$ cat src/rtl/aoi_pipe.sv
// aoi_pipe: two-stage AND-OR-INVERT evaluator (AOI/OAI/AO/OA) behind a valid/ready handshake.
// Define AOI_PIPE_HIT_CNT_EN to build the saturating hit counter; otherwise hit_cnt is tied to 0.
module aoi_pipe #(
  parameter int unsigned TERMS = 2,
  parameter int unsigned WIDTH = 2
) (
  input  logic                     clk,
  input  logic                     rst,
  input  logic                     in_valid,
  output logic                     in_ready,
  input  logic [TERMS*WIDTH-1:0]   in_data,
  input  logic [1:0]               in_mode,
  input  logic [TERMS-1:0]         in_term_en,
  output logic                     out_valid,
  input  logic                     out_ready,
  output logic [TERMS-1:0]         out_term,
  output logic                     out_y,
  output logic [15:0]              hit_cnt,
  input  logic                     hit_clr
);

  localparam int unsigned CNT_W = 16;

  // Mode bit 0 set: terms are ORs, combine is AND (OAI/OA).
  // Mode bit 1 clear: final result is inverted (AOI/OAI).
  logic                 s1_valid;
  logic [TERMS-1:0]     s1_term;
  logic [1:0]           s1_mode;
  logic                 s2_valid;

  logic                 s2_adv;
  logic                 in_fire;
  logic [TERMS-1:0]     term_nxt;
  logic                 comb_val;
  logic                 y_nxt;

  assign s2_adv    = ~s2_valid | out_ready;
  assign in_ready  = ~s1_valid | s2_adv;
  assign in_fire   = in_valid & in_ready;
  assign out_valid = s2_valid;

  // Per-term reduction; a disabled term takes the identity of the combine op.
  always_comb begin : term_eval
    term_nxt = '0;
    for (int unsigned k = 0; k < TERMS; k++) begin
      if (!in_term_en[k]) begin
        term_nxt[k] = in_mode[0];
      end else if (in_mode[0]) begin
        term_nxt[k] = |in_data[k*WIDTH +: WIDTH];
      end else begin
        term_nxt[k] = &in_data[k*WIDTH +: WIDTH];
      end
    end
  end

  always_comb begin : combine_eval
    comb_val = s1_mode[0] ? (&s1_term) : (|s1_term);
    y_nxt    = s1_mode[1] ? comb_val : ~comb_val;
  end

  always_ff @(posedge clk or posedge rst) begin : stage1_reg
    if (rst) begin
      s1_valid <= 1'b0;
      s1_term  <= '0;
      s1_mode  <= '0;
    end else if (in_fire) begin
      s1_valid <= 1'b1;
      s1_term  <= term_nxt;
      s1_mode  <= in_mode;
    end else if (s2_adv) begin
      s1_valid <= 1'b0;
    end
  end

  // Output registers only load from a valid stage 1, so they never pick up stale data.
  always_ff @(posedge clk or posedge rst) begin : stage2_reg
    if (rst) begin
      s2_valid <= 1'b0;
      out_term <= '0;
      out_y    <= 1'b0;
    end else if (s2_adv) begin
      s2_valid <= s1_valid;
      if (s1_valid) begin
        out_term <= s1_term;
        out_y    <= y_nxt;
      end
    end
  end

`ifdef AOI_PIPE_HIT_CNT_EN
  logic [CNT_W-1:0] hit_q;

  // Clear wins over increment; increment saturates at all-ones.
  always_ff @(posedge clk or posedge rst) begin : hit_counter
    if (rst) begin
      hit_q <= '0;
    end else if (hit_clr) begin
      hit_q <= '0;
    end else if (s2_valid && out_ready && out_y && (hit_q != {CNT_W{1'b1}})) begin
      hit_q <= hit_q + CNT_W'(1);
    end
  end

  assign hit_cnt = hit_q;
`else
  logic unused_hit_clr;
  assign unused_hit_clr = hit_clr;
  assign hit_cnt        = CNT_W'(0);
`endif

endmodule

$ cat config.mk
export PLATFORM = sky130hd
export DESIGN_NAME = aoi_pipe
export DESIGN_NICKNAME = d
export VERILOG_FILES = /design/src/rtl/aoi_pipe.sv
export SDC_FILE = /design/constraint.sdc
export NUM_CORES = 1
export LEC_CHECK = 0
export ABC_AREA = 1
export BUFFER_PORTS_ARGS = -buffer_cell sky130_fd_sc_hd__buf_2
export CORE_AREA = 5 5 46 48
export DETAILED_ROUTE_END_ITERATION = 10
export DIE_AREA = 0 0 51 53
export GPL_TIMING_DRIVEN = 0
export PLACE_DENSITY = 0.63
export SYNTH_ARGS = -nofsm -noshare
export SYNTH_HDL_FRONTEND = slang
export SYNTH_SLANG_ARGS = --single-unit
export TNS_END_PERCENT = 30
$ cat constraint.sdc
create_clock -name clk -period 1.05 [get_ports clk]
set_input_delay 0.0525 -clock clk [delete_from_list [all_inputs] [get_ports clk]]
set_output_delay 0.0525 -clock clk [all_outputs]
set_load 0.005 [all_outputs]
==> results.cfg <==
[timing]
final.setup.tns_ns = 0
finalMaxSlewViolations = 0
fmax_mhz = 1050
skew_ns = 0.00247
final.period_utilization = 0.911
fin_crit_ns = 0.956
finalSetupViolations = 0
rsz0062_at_grt = no
hold_viol = 0

[place]
hpwl_um = 846
dp_cells = 121
gp_congestion = 0.697
io_buffers = 16

[layout]
layout_commonest_cell = nand2_1
fillerInstances = 178
drive_gt1_frac = 0.364
final_cell_mix = nand2_1 (24), buf_4 (16), conb_1 (16), buf_2 (16), dfrtp_1 (9)
antenna_cells = 0
multi_input_area_um2 = 234
nets = 124
layout.area.seq_um2 = 225
fin_cells = 127
finish.utilization = 0.455
area_growth_pct = 37.2

[critical_path]
endpoint_kind = primary output
reg2reg_depth = 5
worst-path-max-fanout = 3
crit_end = in_ready
crit_path_start_kind = flip-flop
cp.arrival_ns = 0.90
critical_path_class = reg2out
startpoint = out_valid
reg2reg_slack_ns = 0.17
timing.rr.end = s1_mode[1]
worstReg2RegStart = out_valid
crit_required_ns = 1.00

[drt]
drt_wl_total_mm = 1.01
drtIter0Drc = 6
drt_first_pass_iters = 4
routedWlPerCell_um = 7.93
drtAntennaViolNets = 0
dr_total_vias = 463
vias_per_cell = 3.65
drc = 0

[clock_network]
cts_made_buffers = 3
insertion_delay_ns = 0.25
cts_setup_buffers = 0
h-tree-depth = 1
cts_buffer_depth = 2
path_clk_slew_ns = 0.06
cts_tree = done
root_buffer = clkbuf_4
clock_sinks = 9

[floorplanning]
core-area_um2 = 1670
placementRows = 15
die_h_um = 53
die_x_um = 51
start_util = 0.332
dieArea_um2 = 2700
io_pins = 34

[synthesis]
ys_types = 12
netlist_area_um2 = 554
synth.largest_area_cell = dfrtp_1
syn_area_per_cell_um2 = 7.59
ys_top_cells_by_area = dfrtp_1 (41%), buf_4 (22%), nand2_1 (17%)
netlist.area_leader.share = 0.406
yosys_warnings = 0
yosys_register_bits = 9
ys_seq_area_frac = 0.406
synth_cells = 73

[global_routing]
grt-ovfl-total = 0
grt_pass1_wl_mm = 1.60
first_global_vias = 410
antenna_found_initial = 0
globalRouteTotalUtil = 0.0822
grt_max_degree = 10

[power_and_ir_drop]
power_density_nw_per_um2 = 1350
ir_drop_uv = 456
total_power_mw = 1.03
p_leak_nw = 0.474

[status]
status = complete, no violations

[job]
drv_cap = 0

[hold_path]
min_path_type = in2reg
## how the worst min path moves through the flow
stage                  start     endpoint  depth (start not counted)
finish              in_valid     s1_valid                          3
floorplan                rst  out_term[0]                          1
CTS                 in_valid     s1_valid                          3
global placement         rst  out_term[0]                          2
detailed placement       rst  out_term[0]                          2
global route        in_valid     s1_valid                          3
## through the flow
| stage | setup WS, ns | hold slack, ns | instance area (um2) |
|---|---|---|---|
| 3_3_place_gp | 0.157 | 0.0181 | 712 |
| 6_report | 0.0939 | 0.0470 | 761 |
| 4_1_cts | 0.0625 | 0.0374 | 758 |
| 5_1_grt | 0.0212 | 0.0451 | 761 |
| 3_5_place_dp | 0.144 | 0.0352 | 712 |
| 2_1_floorplan | 0.185 | -0.120 | 611 |
## sequential cells by signal (all words and copies together), names as in the netlist
signal and count:
out_term 2, out_valid 1, out_y 1, s1_mode 2
s1_term 2, s1_valid 1
## where the power goes
part | switching, mW | leakage [nW] | internal [mW] | total, mW
sequential | 0.0444 | 0.109 | 0.422 | 0.467
combinational | 0.152 | 0.350 | 0.147 | 0.299
clock | 0.113 | 0.0150 | 0.146 | 0.259
## routing by layer
layer,wire length (um),track usage
met1,406,0.0914
met2,472,0.127
met3,117,0.0282
met4,10,0.0673
met5,0,0
## worst max-delay path, cell delays in order, from the launching register on
cell	delay, ns
dfrtp_1	0.38
nand3_2	0.13
buf_2	0.15
## cell families after synthesis
family | Yosys count | synth area share
simple gates | 31 | 0.239
buf+inv | 25 | 0.278
flops | 9 | 0.406
compound gates | 7 | 0.0700
other cells | 1 | 0.00677
## synthesized netlist by cell type (all sizes together)
library cell	n
buf	16
conb	1
dfrtp	9
inv	9
nand2	26
nand3	3
nor2	2
o21ai	7
## what timing repair did
| action | CTS | global route |
|---|---|---|
| setup endpoints to repair | 0 | 2 |
| gates resized for setup | 0 | 1 |
| endpoints found under the hold margin | 10 | 0 |
| hold buffers | 2 | 0 |
## area by class of cell
cell class,instances,area share
plain buffers,16,0.158
clock buffers,4,0.0345
inverters,9,0.0444
multi-input cells,54,0.308
flip-flops and latches,9,0.296
well taps,17,0.0280
repair buffers,18,0.132
No activity file was read; power rests on OpenSTA's default activity.
